`src/rtl/alif_multi_channel_system_pkg.sv`:
```
//------------------------------------------------------------------------------
// +--------------------------------------------------------------------------+
// | Package    : alif_pkg                                                      |
// | Purpose    : Shared definitions for the adaptive-LIF neuron tile: frame    |
// |              length helper, parameter-field offsets inside a committed     |
// |              frame, and the serial loader state encoding.                  |
// | Ports      : none (package)                                                |
// | Revision   : 1.0  initial release                                          |
// +--------------------------------------------------------------------------+
//------------------------------------------------------------------------------
`default_nettype none

package alif_pkg;

  // Frame layout, LSB-relative once the whole frame has been shifted in
  // (the first bit sent ends up at the MSB):
  //   [OFS_WGT +: NUM_CH*WGT_W]  w[NUM_CH-1] (MSB) .. w[0]
  //   [OFS_LEAK_RATE +: 8]       leak_rate
  //   [OFS_THR_MIN +: 8]         thr_min
  //   [OFS_LEAK_CYC +: 4]        leak_cycles
  //   [OFS_THR_INC +: 8]         thr_inc
  localparam int OFS_THR_INC   = 0;
  localparam int OFS_LEAK_CYC  = 8;
  localparam int OFS_THR_MIN   = 12;
  localparam int OFS_LEAK_RATE = 20;
  localparam int OFS_WGT       = 28;
  localparam int FIXED_BITS    = 28;

  typedef enum logic [1:0] {
    LD_IDLE  = 2'd0,
    LD_SHIFT = 2'd1,
    LD_DONE  = 2'd2
  } ld_state_e;

  function automatic int frame_len(input int num_ch, input int wgt_w);
    return num_ch * wgt_w + FIXED_BITS;
  endfunction

endpackage

`default_nettype wire

```
`src/rtl/alif_multi_channel_system_if.sv`:
```
//------------------------------------------------------------------------------
// +--------------------------------------------------------------------------+
// | Interface  : alif_multi_channel_system_if                                  |
// | Purpose    : Groups the neuron tile control, data and status signals.      |
// | Signals    : enable, input_enable, chan_in, load_mode, serial_data (to     |
// |              tile); spike_out, v_mem_out, thr_out, params_ready (from tile)|
// | Modports   : master = driver of the tile, slave = the tile itself          |
// | Revision   : 1.0  initial release                                          |
// +--------------------------------------------------------------------------+
//------------------------------------------------------------------------------
`default_nettype none

interface alif_multi_channel_system_if #(
  parameter int NUM_CH = 4,
  parameter int IN_W   = 3,
  parameter int V_W    = 8
);

  logic                   enable;
  logic                   input_enable;
  logic [NUM_CH*IN_W-1:0] chan_in;
  logic                   load_mode;
  logic                   serial_data;
  logic                   spike_out;
  logic [V_W-1:0]         v_mem_out;
  logic [V_W-1:0]         thr_out;
  logic                   params_ready;

  modport master (
    output enable, input_enable, chan_in, load_mode, serial_data,
    input  spike_out, v_mem_out, thr_out, params_ready
  );

  modport slave (
    input  enable, input_enable, chan_in, load_mode, serial_data,
    output spike_out, v_mem_out, thr_out, params_ready
  );

endinterface

`default_nettype wire

```
`src/rtl/alif_multi_channel_system_loader.sv`:
```
//------------------------------------------------------------------------------
// +--------------------------------------------------------------------------+
// | Module     : alif_multi_channel_loader                                     |
// | Purpose    : Serial parameter loader. Shifts an MSB-first frame into a     |
// |              shadow register, commits it to the live parameters when the   |
// |              last bit arrives, discards partial frames.                    |
// | Ports      : clk, reset (async, active-low)                                |
// |              enable_i, load_mode_i, serial_data_i   frame input            |
// |              weights_o, leak_rate_o, thr_min_o,                            |
// |              leak_cycles_o, thr_inc_o               live parameters        |
// |              commit_o, commit_thr_min_o             one-cycle commit strobe|
// |              params_ready_o                         frame committed        |
// | Revision   : 1.0  initial release                                          |
// +--------------------------------------------------------------------------+
//------------------------------------------------------------------------------
`default_nettype none

module alif_multi_channel_loader
  import alif_pkg::*;
#(
  parameter int NUM_CH = 4,
  parameter int WGT_W  = 3
) (
  input  logic                    clk,
  input  logic                    reset,
  input  logic                    enable_i,
  input  logic                    load_mode_i,
  input  logic                    serial_data_i,
  output logic [NUM_CH*WGT_W-1:0] weights_o,
  output logic [7:0]              leak_rate_o,
  output logic [7:0]              thr_min_o,
  output logic [3:0]              leak_cycles_o,
  output logic [7:0]              thr_inc_o,
  output logic                    commit_o,
  output logic [7:0]              commit_thr_min_o,
  output logic                    params_ready_o
);

  localparam int FRAME_LEN = frame_len(NUM_CH, WGT_W);
  localparam int CNT_W     = $clog2(FRAME_LEN + 1);
  localparam logic [CNT_W-1:0] LAST_BIT = CNT_W'(FRAME_LEN - 1);

  ld_state_e              state_q, state_d;
  // Only FRAME_LEN-1 bits are kept: the incoming bit completes the frame.
  logic [FRAME_LEN-2:0]   shadow_q, shadow_d;
  logic [FRAME_LEN-1:0]   live_q, live_d;
  logic [CNT_W-1:0]       cnt_q, cnt_d;
  logic                   ready_q, ready_d;
  logic [FRAME_LEN-1:0]   shifted;
  logic                   commit;

  assign shifted = {shadow_q, serial_data_i};

  always_comb begin
    state_d  = state_q;
    shadow_d = shadow_q;
    live_d   = live_q;
    cnt_d    = cnt_q;
    ready_d  = ready_q;
    commit   = 1'b0;
    if (enable_i) begin
      case (state_q)
        LD_IDLE: begin
          if (load_mode_i) begin
            shadow_d = shifted[FRAME_LEN-2:0];
            cnt_d    = CNT_W'(1);
            state_d  = LD_SHIFT;
          end
        end
        LD_SHIFT: begin
          if (load_mode_i) begin
            shadow_d = shifted[FRAME_LEN-2:0];
            if (cnt_q == LAST_BIT) begin
              live_d  = shifted;
              ready_d = 1'b1;
              commit  = 1'b1;
              cnt_d   = '0;
              state_d = LD_DONE;
            end else begin
              cnt_d = cnt_q + CNT_W'(1);
            end
          end else begin
            // Partial frame: drop it, live parameters and ready flag untouched.
            cnt_d   = '0;
            state_d = LD_IDLE;
          end
        end
        LD_DONE: begin
          if (!load_mode_i) state_d = LD_IDLE;
        end
        default: state_d = LD_IDLE;
      endcase
    end
  end

  always_ff @(posedge clk or negedge reset) begin
    if (!reset) begin
      state_q  <= LD_IDLE;
      shadow_q <= '0;
      live_q   <= '0;
      cnt_q    <= '0;
      ready_q  <= 1'b0;
    end else begin
      state_q  <= state_d;
      shadow_q <= shadow_d;
      live_q   <= live_d;
      cnt_q    <= cnt_d;
      ready_q  <= ready_d;
    end
  end

  assign weights_o        = live_q[OFS_WGT +: NUM_CH*WGT_W];
  assign leak_rate_o      = live_q[OFS_LEAK_RATE +: 8];
  assign thr_min_o        = live_q[OFS_THR_MIN +: 8];
  assign leak_cycles_o    = live_q[OFS_LEAK_CYC +: 4];
  assign thr_inc_o        = live_q[OFS_THR_INC +: 8];
  assign commit_o         = commit;
  // The neuron resets its threshold on the commit edge, before live_q updates.
  assign commit_thr_min_o = shifted[OFS_THR_MIN +: 8];
  // Ready reads low while a frame is in flight; an aborted frame restores it.
  assign params_ready_o   = ready_q && (state_q != LD_SHIFT);

endmodule

`default_nettype wire

```
`src/rtl/alif_multi_channel_system.sv`:
```
//------------------------------------------------------------------------------
// +--------------------------------------------------------------------------+
// | Module     : alif_multi_channel_system                                     |
// | Purpose    : Adaptive-LIF neuron tile with NUM_CH weighted input channels, |
// |              serial parameter loader and an adaptive threshold that rises  |
// |              on each spike and decays on each leak tick.                   |
// | Ports      : clk    system clock                                           |
// |              reset  asynchronous, active-low                               |
// |              bus    alif_multi_channel_system_if.slave                     |
// |                     (enable, input_enable, chan_in, load_mode, serial_data |
// |                      in; spike_out, v_mem_out, thr_out, params_ready out)  |
// | Config     : ALIF_REFRACTORY_EN - when defined, integration is suppressed  |
// |              for REFRAC steps after each spike.                            |
// | Revision   : 1.0  initial release                                          |
// +--------------------------------------------------------------------------+
//------------------------------------------------------------------------------
`default_nettype none

module alif_multi_channel_system
  import alif_pkg::*;
#(
  parameter int NUM_CH = 4,
  parameter int IN_W   = 3,
  parameter int WGT_W  = 3,
  parameter int V_W    = 8,
  parameter int REFRAC = 3
) (
  input logic                         clk,
  input logic                         reset,
  alif_multi_channel_system_if.slave  bus
);

  localparam int PROD_W = IN_W + WGT_W;
  localparam int SUM_W  = PROD_W + $clog2(NUM_CH + 1);
  localparam int ACC_W  = ((SUM_W > V_W) ? SUM_W : V_W) + 1;
  localparam logic [V_W-1:0] V_MAX = '1;

  logic [NUM_CH*WGT_W-1:0] weights;
  logic [7:0]              leak_rate;
  logic [7:0]              thr_min;
  logic [3:0]              leak_cycles;
  logic [7:0]              thr_inc;
  logic                    commit;
  logic [7:0]              commit_thr_min;
  logic                    params_ready;

  alif_multi_channel_loader #(
    .NUM_CH (NUM_CH),
    .WGT_W  (WGT_W)
  ) u_loader (
    .clk              (clk),
    .reset            (reset),
    .enable_i         (bus.enable),
    .load_mode_i      (bus.load_mode),
    .serial_data_i    (bus.serial_data),
    .weights_o        (weights),
    .leak_rate_o      (leak_rate),
    .thr_min_o        (thr_min),
    .leak_cycles_o    (leak_cycles),
    .thr_inc_o        (thr_inc),
    .commit_o         (commit),
    .commit_thr_min_o (commit_thr_min),
    .params_ready_o   (params_ready)
  );

  logic [V_W-1:0]  v_q, v_d;
  logic [V_W-1:0]  thr_q, thr_d;
  logic [3:0]      leak_cnt_q, leak_cnt_d;
  logic            spike_q, spike_d;

  logic [PROD_W-1:0] prod [NUM_CH];
  logic [SUM_W-1:0]  sum;
  logic [ACC_W-1:0]  acc;
  logic [V_W-1:0]    v1;
  logic [V_W-1:0]    thr_dec;
  logic [V_W:0]      thr_sum;
  logic [V_W-1:0]    thr_up;
  logic [V_W-1:0]    leak_rate_v;
  logic [V_W-1:0]    thr_min_v;
  logic [V_W-1:0]    thr_inc_v;
  logic              tick;
  logic              fire;
  logic              step;
  logic              in_refrac;

  assign leak_rate_v = V_W'(leak_rate);
  assign thr_min_v   = V_W'(thr_min);
  assign thr_inc_v   = V_W'(thr_inc);
  assign step        = bus.enable && bus.input_enable && params_ready;

  generate
    for (genvar gi = 0; gi < NUM_CH; gi++) begin : g_prod
      assign prod[gi] = PROD_W'(bus.chan_in[gi*IN_W +: IN_W]) *
                        PROD_W'(weights[gi*WGT_W +: WGT_W]);
    end
  endgenerate

  // Step datapath: integrate (saturating), optional leak tick, fire check.
  always_comb begin
    sum = '0;
    for (int i = 0; i < NUM_CH; i++) begin
      sum = sum + SUM_W'(prod[i]);
    end
    if (in_refrac) sum = '0;
    acc = ACC_W'(v_q) + ACC_W'(sum);
    v1  = (acc > ACC_W'(V_MAX)) ? V_MAX : acc[V_W-1:0];

    tick    = (leak_cycles != 4'd0) && (leak_cnt_q == leak_cycles - 4'd1);
    thr_dec = thr_q;
    if (tick) begin
      v1 = (v1 > leak_rate_v) ? (v1 - leak_rate_v) : '0;
      if (thr_q > thr_min_v) thr_dec = thr_q - V_W'(1);
    end

    fire    = (v1 >= thr_dec) && !in_refrac;
    // Increment rides on top of the already-decayed threshold.
    thr_sum = {1'b0, thr_dec} + {1'b0, thr_inc_v};
    thr_up  = thr_sum[V_W] ? V_MAX : thr_sum[V_W-1:0];
  end

  always_comb begin
    spike_d    = 1'b0;
    v_d        = v_q;
    thr_d      = thr_q;
    leak_cnt_d = leak_cnt_q;
    if (commit) begin
      v_d        = '0;
      thr_d      = V_W'(commit_thr_min);
      leak_cnt_d = '0;
    end else if (step) begin
      spike_d    = fire;
      v_d        = fire ? '0 : v1;
      thr_d      = fire ? thr_up : thr_dec;
      if (tick) begin
        leak_cnt_d = '0;
      end else if (leak_cycles != 4'd0) begin
        leak_cnt_d = leak_cnt_q + 4'd1;
      end else begin
        leak_cnt_d = '0;
      end
    end
  end

  always_ff @(posedge clk or negedge reset) begin
    if (!reset) begin
      v_q        <= '0;
      thr_q      <= '0;
      leak_cnt_q <= '0;
      spike_q    <= 1'b0;
    end else begin
      v_q        <= v_d;
      thr_q      <= thr_d;
      leak_cnt_q <= leak_cnt_d;
      spike_q    <= spike_d;
    end
  end

`ifdef ALIF_REFRACTORY_EN
  localparam int RC_W = $clog2(REFRAC + 1);

  logic [RC_W-1:0] refrac_q, refrac_d;

  assign in_refrac = (refrac_q != '0);

  always_comb begin
    refrac_d = refrac_q;
    if (commit) begin
      refrac_d = '0;
    end else if (step) begin
      if (fire) begin
        refrac_d = RC_W'(REFRAC);
      end else if (in_refrac) begin
        refrac_d = refrac_q - RC_W'(1);
      end
    end
  end

  always_ff @(posedge clk or negedge reset) begin
    if (!reset) begin
      refrac_q <= '0;
    end else begin
      refrac_q <= refrac_d;
    end
  end
`else
  assign in_refrac = 1'b0;
  // REFRAC has no effect in this build; fold it into a sink.
  logic unused_refrac;
  assign unused_refrac = ^REFRAC;
`endif

  assign bus.spike_out    = spike_q;
  assign bus.v_mem_out    = v_q;
  assign bus.thr_out      = thr_q;
  assign bus.params_ready = params_ready;

endmodule

`default_nettype wire
```
`src/flat_wrapper.sv`:
```
// flat-port wrapper written by rule: the top's interface ports become plain ports
module alif_multi_channel_system_flat import alif_pkg::*;
#(
  parameter int NUM_CH = 4,
  parameter int IN_W   = 3,
  parameter int WGT_W  = 3,
  parameter int V_W    = 8,
  parameter int REFRAC = 3
)
  (clk, reset, bus_enable, bus_input_enable, bus_chan_in, bus_load_mode, bus_serial_data, bus_spike_out, bus_v_mem_out, bus_thr_out, bus_params_ready);
  alif_multi_channel_system_if #(.NUM_CH(NUM_CH), .IN_W(IN_W), .V_W(V_W)) bus_i ();
  input logic clk;
  input logic reset;
  input wire logic [$bits(bus_i.enable)-1:0] bus_enable;
  input wire logic [$bits(bus_i.input_enable)-1:0] bus_input_enable;
  input wire logic [$bits(bus_i.chan_in)-1:0] bus_chan_in;
  input wire logic [$bits(bus_i.load_mode)-1:0] bus_load_mode;
  input wire logic [$bits(bus_i.serial_data)-1:0] bus_serial_data;
  output wire logic [$bits(bus_i.spike_out)-1:0] bus_spike_out;
  output wire logic [$bits(bus_i.v_mem_out)-1:0] bus_v_mem_out;
  output wire logic [$bits(bus_i.thr_out)-1:0] bus_thr_out;
  output wire logic [$bits(bus_i.params_ready)-1:0] bus_params_ready;
  assign bus_i.enable = bus_enable;
  assign bus_i.input_enable = bus_input_enable;
  assign bus_i.chan_in = bus_chan_in;
  assign bus_i.load_mode = bus_load_mode;
  assign bus_i.serial_data = bus_serial_data;
  assign bus_spike_out = bus_i.spike_out;
  assign bus_v_mem_out = bus_i.v_mem_out;
  assign bus_thr_out = bus_i.thr_out;
  assign bus_params_ready = bus_i.params_ready;
  alif_multi_channel_system #(.NUM_CH(NUM_CH), .IN_W(IN_W), .WGT_W(WGT_W), .V_W(V_W), .REFRAC(REFRAC)) u_core (.clk(clk), .reset(reset), .bus(bus_i));
endmodule
```
`config.mk`:
```
export PLATFORM = sky130hd
export DESIGN_NAME = alif_multi_channel_system_flat
export DESIGN_NICKNAME = d
export VERILOG_FILES = /design/src/rtl/alif_multi_channel_system_pkg.sv /design/src/rtl/alif_multi_channel_system_if.sv /design/src/rtl/alif_multi_channel_system_loader.sv /design/src/rtl/alif_multi_channel_system.sv /design/src/flat_wrapper.sv
export SDC_FILE = /design/constraint.sdc
export NUM_CORES = 1
export LEC_CHECK = 0
export ABC_AREA = 1
export CAP_MARGIN = 40
export CORE_UTILIZATION = 65
export CTS_BUF_LIST = sky130_fd_sc_hd__clkbuf_4
export CTS_CLUSTER_SIZE = 12
export DETAILED_ROUTE_END_ITERATION = 8
export GPL_TIMING_DRIVEN = 0
export HOLD_SLACK_MARGIN = 0.12
export PLACE_DENSITY = 0.85
export SLEW_MARGIN = 20
export SYNTH_ARGS = -nofsm -noshare
export SYNTH_HDL_FRONTEND = slang
export SYNTH_SLANG_ARGS = --single-unit
```
`constraint.sdc`:
```
create_clock -name clk -period 13.8 [get_ports clk]
set_input_delay 2.76 -clock clk [delete_from_list [all_inputs] [get_ports clk]]
set_output_delay 2.76 -clock clk [all_outputs]
set_load 0.1 [all_outputs]
```
* Word-level counts from Yosys, hierarchy flattened
Cells that the tools add are included.
** Storage, ports and cells
- Bits in registers :: 109
- Latch bits :: 0
- Memory bits (writable) :: 0
- Bits in read-only memories :: 0
- Logic and storage cells :: 79
- Memories kept :: 0
** Operators by class
- $add $sub $neg :: 10
- $mul :: 4
- Divide/modulo/power cells :: 0
- $lt $le $gt $ge :: 4
- Eq/ne operators :: 8
- Shift operators :: 0
- Muxes and demuxes :: 31
- Bitwise logic cells :: 0
- Reductions and logical operators :: 13
** Operators by type and width (number)
- $mux W8 :: 12
- $mul A3 B3 Y6 :: 4
- $add A9 B6 Y9 :: 2
- $mux W6 :: 3
- $gt A8 B8 Y1 :: 2
- $mux W4 :: 4
- $pmux W6 S2 :: 1
- $add A8 B9 Y10 :: 1
- $gt A10 B8 Y1 const B :: 1
- $add A8 B8 Y9 :: 1
- $ge A8 B8 Y1 :: 1
- $mux W2 :: 4
- $reduce_and A4 Y1 :: 2
- $sub A8 B1 Y8 const B :: 1
- $sub A8 B8 Y8 :: 1
- $add A6 B6 Y7 :: 1
- $add A6 B1 Y6 const B :: 1
- $eq A6 B6 Y1 const B :: 1
- $mux W1 :: 6
- $pmux W2 S3 :: 1
- $reduce_and A3 Y1 :: 2
- $add A4 B1 Y4 const B :: 1
- $eq A4 B4 Y1 :: 1
- $logic_and A1 B1 Y1 :: 4
- other kinds (10) :: 12

* Depth between registers and ports, before layout
Gate-level depths: netlist of run 1.
- Depth after elaboration :: 14
- Depth in mapped cells :: 48
- Mapped depth without buffers :: 48

* Hierarchy
A second synthesis of run 1 with hierarchy kept.
** Unflattened totals
- Cell total of the unflattened synthesis :: 1001
- Area total of the unflattened synthesis :: 8012.7 sq um
** By module, submodules not included
- alif_multi_channel_system :: instances 1, cells each 615, area an instance 4284.1 sq um
- alif_multi_channel_loader :: instances 1, cells each 386, area an instance 3728.6 sq um

* Least setup slack after synthesis of run 1
Ideal clock, no wire load.
- Kind :: input to register
- Start :: input port bus_chan_in[0]
- End :: register u_core.thr_q[2] (netlist: u_core.bus.thr_out[2])
- Setup time :: 0.117 ns
- Arrival :: 9.845 ns
- Path slack :: 3.838 ns
- Stages on the path :: 45
- Path buffers :: 0
- Path through :: nand2_1 -> inv_1 -> fa_1 -> inv_1 -> fa_1 -> inv_1 -> fa_1 -> ha_1 -> inv_1 -> fa_1 -> xor2_1 -> fa_1 -> inv_1 -> ha_1 -> a21oi_1 -> and2_1 -> xor2_1 -> inv_1 -> [9 not listed] -> nand2_1 -> nand2_1 -> nand2_1 -> nand2_1 -> inv_2 -> nand3_1 -> nand2_1 -> and2_1 -> ha_1 -> a21oi_1 -> o21a_1 -> nand3_1 -> nand2_1 -> clkinv_1 -> nand2_1 -> nand2_1 -> inv_1 -> nand2_1
** Between the ends
- Word-level cells in the longest chain between the ends :: 14
- Elaborated cells between the ends (all ways) :: 15
- Those cells by class :: add/sub (5); mul (1); order compare (3); mux (6)
** Ends and longest elaborated chain
- start: declaration :: RTL line flat_wrapper.sv:16 : input wire logic [$bits(bus_i.chan_in)-1:0] bus_chan_in;
- $mul A3 B3 Y6 (*) :: RTL line alif_multi_channel_system.sv:93 : assign prod[gi] = PROD_W'(bus.chan_in[gi*IN_W +: IN_W]) *
- $add A6 B6 Y7 (*) :: RTL line alif_multi_channel_system.sv:102 : sum = sum + SUM_W'(prod[i]);
- $add A9 B6 Y9 (*) (2 in series) :: RTL line alif_multi_channel_system.sv:102
- $add A8 B9 Y10 (*) :: RTL line alif_multi_channel_system.sv:105 : acc = ACC_W'(v_q) + ACC_W'(sum);
- $gt A10 B8 Y1 :: RTL line alif_multi_channel_system.sv:106 : v1 = (acc > ACC_W'(V_MAX)) ? V_MAX : acc[V_W-1:0];
- $mux W8 (*) :: RTL line alif_multi_channel_system.sv:106
- $sub A8 B8 Y8 or $gt A8 B8 Y1 (tied branches) :: RTL line alif_multi_channel_system.sv:111 : v1 = (v1 > leak_rate_v) ? (v1 - leak_rate_v) : '0;
- $mux W8 :: RTL line alif_multi_channel_system.sv:111
- $mux W8 (*) :: RTL line alif_multi_channel_system.sv:110 : if (tick) begin
- $ge A8 B8 Y1 (*) :: RTL line alif_multi_channel_system.sv:115 : fire = (v1 >= thr_dec) && !in_refrac;
- $mux W8 (*) :: RTL line alif_multi_channel_system.sv:133 : thr_d = fire ? thr_up : thr_dec;
- $mux W8 (*) :: RTL line alif_multi_channel_system.sv:130 : end else if (step) begin
- $mux W8 (*) :: RTL line alif_multi_channel_system.sv:126 : if (commit) begin
- end signal: assignment :: RTL line alif_multi_channel_system.sv:152 : thr_q <= thr_d;
- end: declaration :: RTL line alif_multi_channel_system.sv:67 : logic [V_W-1:0] thr_q, thr_d;
Every way passes the cells marked *; elsewhere a longest branch is shown, timed or not. The select of a mux whose other input is x is not followed.
A chain may end at the register's enable or synchronous reset.

* Worst setup path after layout of run 1
- Start :: input port bus_chan_in[0]
- End :: register u_core.thr_q[1] (netlist: u_core.bus.thr_out[1])
The elaborated chain is that of the path after synthesis.

==> results by group, run 1 <==
Routing
  • Pre-Repair DR Iteration Count: 9
  • Starting DRT DRC Count: ~570
  • Via density: 5.465
  • Total number of vias: 6755
  • Drt drc: 2
  • Final WL: 17.38 mm
  • Per-cell routed wire length: 14.06 um
  • Antenna viol nets, final: 0

Clock network
  • Post-CTS setup buffers: 0
  • Cts hold-fix bufs: 0
  • CTS-repair resized insts: 0
  • CTS Buffer Depth: 2
  • Clk sinks: 109
  • Worst-skew pair later-pin latency: 0.48 ns
  • Root Driver: clkbuf_4
  • CTS Buf Count: 9
  • CTS tree: done
  • H-tree levels: 3
  • Clock slew at reported path FFs: 0.16 ns

Synth
  • Synthesized Nets: 1136
  • Post-synth top area share: between 30% and 40%
  • Number of synthesized flops with an enable pin: 0
  • Post-synthesis mux area share: 0.1271%
  • Share of the synthesized area in compound gates (AO/OA/AOI/OAI): 10.96%
  • Synthesized area: between 0.007 and 0.008 mm2
  • Post-synthesis sequential area ratio: 34.64%
  • Ys async rst share: 100.0%
  • Post-synthesis adder-cell area fraction: between 15 and 20%
  • Synth unique cells: 38
  • Largest cells by area after synthesis: dfrtp_1 35%, nand2_1 13%, ha_1 11%
  • Simple-gate portion of the synthesized area: between 20% and 30%
  • Cells after Synth: slightly above 1000
  • Seq cells post-synth: 109
  • Main synth FF type: dfrtp_1
  • Post-Synth XOR/XNOR Area: 3.337%
  • Avg Cell Area, Syn: about 7.7 um2
  • Ys Warns: 0
  • Main combinational cell family by area after synthesis: simple AND/OR/NAND/NOR gates
  • Synth area leader: dfrtp_1

Timing
  • RSZ-0062 raised after global routing: no
  • Min Tclk post-route: 10.95 ns
  • Final setup fails: 0
  • Achievable frequency: 91.30 MHz
  • Tightest Pin Transition: between 0.5 and 0.6 ns
  • Post-route setup TNS: 0 ns
  • Slew headroom: between 60% and 70%
  • Final Slew Violations: 0
  • Final hold viol count: 0
  • Final setup margin: 2.847 ns
  • Worst Skew: 0.02231 ns
  • Period Utilization, post-route: slightly below 80%

GRT
  • First-pass GRT wire length: slightly below 30 mm
  • Vias in the first global route: 6523
  • Largest net degree at the start of global routing: 76
  • GR Util All Layers: 29.55%
  • Gr ovfl total: 0
  • Initial antenna violation count: 0

Critical path
  • CP required: about 14 ns
  • Arr. time, crit path: 11.32 ns
  • Slowest cell on crit path: fa_1
  • Largest stage delay, worst path: roughly 0.53 ns
  • CP Class: input pin to flip-flop
  • Critical Path Start Type: input pin
  • Critical Path Most Common Cell: nand2_1
  • Crit end category: flip-flop
  • Crit-path max FO: 9

Min path
  • Worst min path class: flip-flop to flip-flop

Floorplanning
  • Die width: 112.1 um
  • Initial Util: 67.81%
  • # rows: 39
  • Ports: 36
  • Die height: approximately 110 um
  • Die footprint: 0.01256 mm2
  • Core box area: 0.01161 mm2

Job
  • Max_cap viols: 0

Layout
  • Ant diodes: 0
  • Area Growth Syn to Fin: 12.17%
  • Layout Nets: 1201
  • Post-Route Utilization: 76.06%
  • Layout cell share with drive strength beyond 1: between 7 and 8%

Run status
  • Violated checks: design-rule violations
  • Outcome: finished, violations left

Place
  • GPL Wtd Cong: 0.9072
  • Worst slack, placed: roughly 2.4 ns
  • Buffers on Ports: 35
  • Post-DP HPWL: approximately 14 mm
[Yosys cell counts (2+ instances only)]
library cell and n:
nand2_1 270, buf_2 5, inv_2 6, nor2_4 2
nand4_2 2, inv_1 196, o21ai_1 9, buf_4 5
and2_1 6, a21o_1 4, buf_1 2, o21bai_1 2
o21ai_0 86, buf_6 2, nand2_2 5, nand3b_1 4
xnor2_1 17, o21a_1 4, nand3_1 56, a21oi_1 43
nand4_1 15, nand3_2 4, nor2_2 4, xor2_1 13
fa_1 25, ha_1 70, o21ai_2 4, nor2_1 33
or2_2 3, clkbuf_1 7, o22ai_2 4, dfrtp_1 109
[worst max-delay path: cells and delay by family]
family / cells / cell delay (ns)
AOI/OAI and AO/OA: 5 / 0.86
xor gates and xnor gates: 2 / 0.35
adders and majority gates: 10 / 4.02
buffers and inverters: 11 / 1.27
and+or+nand+nor: 17 / 2.08
[state kept, by name, summed over array words and instances (netlist names)]
register / count
u_core.u_loader.shadow_q: 39
u_core.u_loader.state_q: 2
u_core.bus.spike_out: 1
u_core.u_loader.ready_q: 1
u_core.u_loader.live_q: 40
u_core.leak_cnt_q: 4
u_core.bus.thr_out: 8
u_core.u_loader.cnt_q: 6
u_core.bus.v_mem_out: 8
[cells by family (layout without fill, tap and decap cells)]
family	after synthesis	in the layout
simple gates	405	405
mux	1	1
xor+xnor	30	30
compound gates	158	158
flops	109	109
buf+inv	225	295
fa+ha+maj	95	95
[through the flow]
stage / std cells / hold slack (ns) / area, um2
after detailed placement: 1220 / 0.4616 / 8703
after global routing: 1236 / 0.5318 / 8833
final: 1236 / 0.4973 / 8833
after floorplan: 1023 / 0.4322 / 7875
after CTS: 1236 / 0.5005 / 8833
after global placement: 1201 / 0.4497 / 8404
[worst paths after layout]
check	startpoint	to	slack, ns	cells after the start
max in group asynchronous	reset	u_core.u_loader.shadow_q[20]	10.94	2
worst max register to register	u_core.u_loader.live_q[30]	u_core.bus.thr_out[1]	5.17	44
worst min register to register	u_core.u_loader.ready_q	u_core.u_loader.ready_q	0.50	2
worst min-delay path	u_core.u_loader.ready_q	u_core.u_loader.ready_q	0.50	2
min in group asynchronous	reset	u_core.u_loader.live_q[17]	2.15	1
worst max-delay path	bus_chan_in[0]	u_core.bus.thr_out[1]	2.85	45
[per-layer routing]
layer  track usage (%)  part of all wire (%)
met4             7.822                   1.5
met1             38.71                    44
met5                 0                     0
met2             51.51                    49
met3             4.482                   5.8
[area by class of cell]
type	instances	area [um2]
Inverter	203	762.0
Clock inverter	6	55.05
Timing Repair Buffer	54	649.4
Sequential cell	109	2728
Clock buffer	10	75.07
Tap cell	143	178.9
Buffer	22	123.9
Fill cell	878	2780
Multi-Input combinational cell	689	4262
[placed cells by master, fill, tap and decap left out, drive strengths merged]
master	count
nand3b	4
a21oi	43
nand4	17
a21o	4
ha	70
nor2	39
clkinv	4
dfrtp	109
nand3	60
a31oi	1
fa	25
o22ai	5
nand2	275
or2	3
o21a	4
clkdlybuf4s50	34
clkbuf	18
nor3b	1
and2	6
o21ai	99
xor2	13
o21bai	2
xnor2	17
mux2i	1
inv	205
buf	34
Power of run 1 is left out: the tool's default activity adds up to more than one toggle a clock period on the data nets, which glitch-free logic cannot reach.
==> run 2: changes to the inputs <==
--- a/config.mk
+++ b/config.mk
@@ -7,13 +7,13 @@
 export LEC_CHECK = 0
 export ABC_AREA = 1
 export CAP_MARGIN = 40
-export CORE_UTILIZATION = 65
+export CORE_UTILIZATION = 57
 export CTS_BUF_LIST = sky130_fd_sc_hd__clkbuf_4
 export CTS_CLUSTER_SIZE = 12
 export DETAILED_ROUTE_END_ITERATION = 8
 export GPL_TIMING_DRIVEN = 0
 export HOLD_SLACK_MARGIN = 0.12
-export PLACE_DENSITY = 0.85
+export PLACE_DENSITY = 0.79
 export SLEW_MARGIN = 20
 export SYNTH_ARGS = -nofsm -noshare
 export SYNTH_HDL_FRONTEND = slang
==> constraint.sdc (replaced) <==
create_clock -name clk -period 8.83 [get_ports clk]
set_input_delay 1.766 -clock clk [delete_from_list [all_inputs] [get_ports clk]]
set_output_delay 1.766 -clock clk [all_outputs]
set_load 0.1 [all_outputs]
==> run 2 against run 1 <==
Against the previous run: the run ends with negative setup slack left; sequential cell count unchanged; worst hold slack worse by 0.0024 ns; first-iteration DRC count up 3.0%; worst setup slack worse by 2.9 ns; design area up 8.8%; core utilization down 4.0 points; sequential share of layout area down 2.5 points; register-to-register slack worse by 4.4 ns; non-clock buffer count up 25; clock-buffer cell count down 1.
==> results by group, run 2 (synthesis results as in run 1) <==
Run status
  • Outcome: finished, violations left
  • Violated checks: negative setup slack

Critical path
  • Slowest cell on crit path: fa_1
  • Largest stage delay, worst path: 0.57 ns (+0.04 ns)
  • CP required: 9.26 ns (-4.91 ns)
  • CP Class: input pin to flip-flop
  • Crit-path max FO: 6 (-3)
  • Critical Path Start Type: input pin
  • Crit end category: flip-flop
  • Critical Path Most Common Cell: inv_2
  • Arr. time, crit path: 9.32 ns (-2.00 ns)

Timing
  • Min Tclk post-route: 8.892 ns
  • Worst Skew: 0.02097 ns (-0.001335 ns)
  • Achievable frequency: 112.5 MHz
  • Final setup margin: -0.06190 ns (-2.909 ns)
  • Slew headroom: 61.93% (-2.4 points)
  • Final hold viol count: 0 (unchanged)
  • RSZ-0062 raised after global routing: yes
  • Final Slew Violations: 0 (unchanged)
  • Period Utilization, post-route: 100.7%
  • Final setup fails: 10 (+10)
  • Tightest Pin Transition: 0.5710 ns (+0.03661 ns)

Routing
  • Via density: 5.458 (-0.13%)
  • Total number of vias: 7068 (+4.6%)
  • Per-cell routed wire length: 15.28 um (+8.7%)
  • Pre-Repair DR Iteration Count: 8 (-1)
  • Starting DRT DRC Count: 589 (+3.0%)
  • Antenna viol nets, final: 0 (unchanged)
  • Drt drc: 0 (-2)
  • Final WL: 19.79 mm (+14%)

Floorplanning
  • Initial Util: 59.00% (-8.8 points)
  • Die height: 119.5 um (+6.7%)
  • Die width: 119.5 um (+6.7%)
  • Ports: 36 (unchanged)
  • Core box area: 0.01335 mm2 (+15%)
  • # rows: 42 (+7.7%)
  • Die footprint: 0.01429 mm2 (+14%)

Clock network
  • CTS tree: done
  • Clock slew at reported path FFs: 0.19 ns (+0.03 ns)
  • Worst-skew pair later-pin latency: 0.49 ns (about the same)
  • Clk sinks: 109 (unchanged)
  • CTS Buffer Depth: 2 (unchanged)
  • Cts hold-fix bufs: 0 (unchanged)
  • Root Driver: clkbuf_4
  • CTS Buf Count: 9 (unchanged)
  • H-tree levels: 3 (unchanged)

GRT
  • Largest net degree at the start of global routing: 75 (-1.3%)
  • GR Util All Layers: 26.98% (-2.6 points)
  • Initial antenna violation count: 1 (+1)
  • Gr ovfl total: 0 (unchanged)
  • Vias in the first global route: 6545 (+0.34%)
  • First-pass GRT wire length: 30.61 mm (+3.7%)

Layout
  • Largest Register: u_core.u_loader.live_q
  • FILL cells: 972 (+11%)
  • Layout cell share with drive strength beyond 1: 18.78% (+11 points)
  • Area Growth Syn to Fin: 22.08%
  • Layout Nets: 1226 (+2.1%)
  • Multi-input gate area: 0.004777 mm2 (+12%)
  • Register Area: 0.002728 mm2 (unchanged)
  • Biggest regs: u_core.u_loader.live_q (40), u_core.u_loader.shadow_q (39)
  • Commonest non-fill, non-tap cell in the layout: nand2_1
  • Most frequent cells in the layout: 246 x nand2_1, 186 x inv_1, 109 x dfrtp_1
  • Max reg flops: 40 (unchanged)

Place
  • Worst slack, placed: -1.435 ns (-3.881 ns)
  • Post-DP HPWL: 13.93 mm (-0.47%)
  • GPL Wtd Cong: 0.9236 (+1.8%)
  • Buffers on Ports: 35 (unchanged)

Min path
  • Worst min path class: flip-flop to flip-flop

Job
  • Max_cap viols: 0 (unchanged)
run 2: cell count changes in the layout (fill, tap and decap cells not counted), sizes merged:
cell | previous run | this run
clkbuf | 18 | 20
buf | 34 | 62
clkinv | 4 | 3
diode | 0 | 1
clkdlybuf4s50 | 34 | 28
inv | 205 | 207
run 2: path summary, 6_finish.rpt:
check	start	end	slack, ns	depth (start not counted)
setup / recovery	bus_chan_in[2]	u_core.bus.thr_out[2]	-0.06	41
hold / removal	u_core.u_loader.ready_q	u_core.u_loader.ready_q	0.49	2
setup reg to reg	u_core.u_loader.live_q[28]	u_core.bus.thr_out[2]	0.76	40
hold reg to reg	u_core.u_loader.ready_q	u_core.u_loader.ready_q	0.49	2
max in group asynchronous	reset	u_core.u_loader.live_q[22]	6.99	2
min in group asynchronous	reset	u_core.bus.v_mem_out[0]	1.14	1
run 2: layout make-up:
type,count,area share (%)
Multi-Input combinational cell,689,49.69
Buffer,22,1.327
Antenna cell,1,0.02603
Clock inverter,7,0.8459
Inverter,203,8.004
Tap cell,176,2.290
Sequential cell,109,28.37
Timing Repair Buffer,79,8.745
Clock buffer,9,0.7028
run 2: layer usage:
metal	vias to the layer above	wire [um]	track usage [%]
met5	-	0	0
met3	60	978	4.468
met2	254	9463	44.73
li1	3405	-	-
met1	3349	8638	36.29
met4	0	711	8.203
run 2: critical path: cells and delay by family:
kind	cells	cell delay, ns
adder cells (fa/ha/maj)	10	3.91
AND/OR/NAND/NOR	13	1.52
AO/OA/AOI/OAI	7	1.01
buffers and inverters	10	0.87
XOR/XNOR	1	0.22
run 2: per-stage QoR:
step                      cells  instance area, um2  utilization [%]  TNS (ns)  hold slack [ns]
after floorplan            1023                7883                -         0           0.4322
after global placement     1234                8453            63.33    -20.48           0.4476
after detailed placement   1253                8752            65.57    -22.80           0.4594
after CTS                  1284                9256            69.35         0           0.5024
after global routing       1295                9614            72.03    -4.622           0.5261
final                      1295                9614            72.03   -0.2833           0.4949
run 2: what timing repair did:
item                       CTS  global route
cloned                       1             0
resized for setup           61            87
setup endpoints to repair   17            17
setup buffers               14            10
pin swaps                   26            67
Power of run 2 is left out for the same reason.
==> run 3: changes to the inputs <==
--- a/config.mk
+++ b/config.mk
@@ -9,7 +9,7 @@
 export CAP_MARGIN = 40
 export CORE_UTILIZATION = 57
 export CTS_BUF_LIST = sky130_fd_sc_hd__clkbuf_4
-export CTS_CLUSTER_SIZE = 12
+export CTS_CLUSTER_SIZE = 14
 export DETAILED_ROUTE_END_ITERATION = 8
 export GPL_TIMING_DRIVEN = 0
 export HOLD_SLACK_MARGIN = 0.12
==> results of run 3 <==
Final layout, timing and power as in run 2 (identical DEF).
Power of run 3 is left out for the same reason.
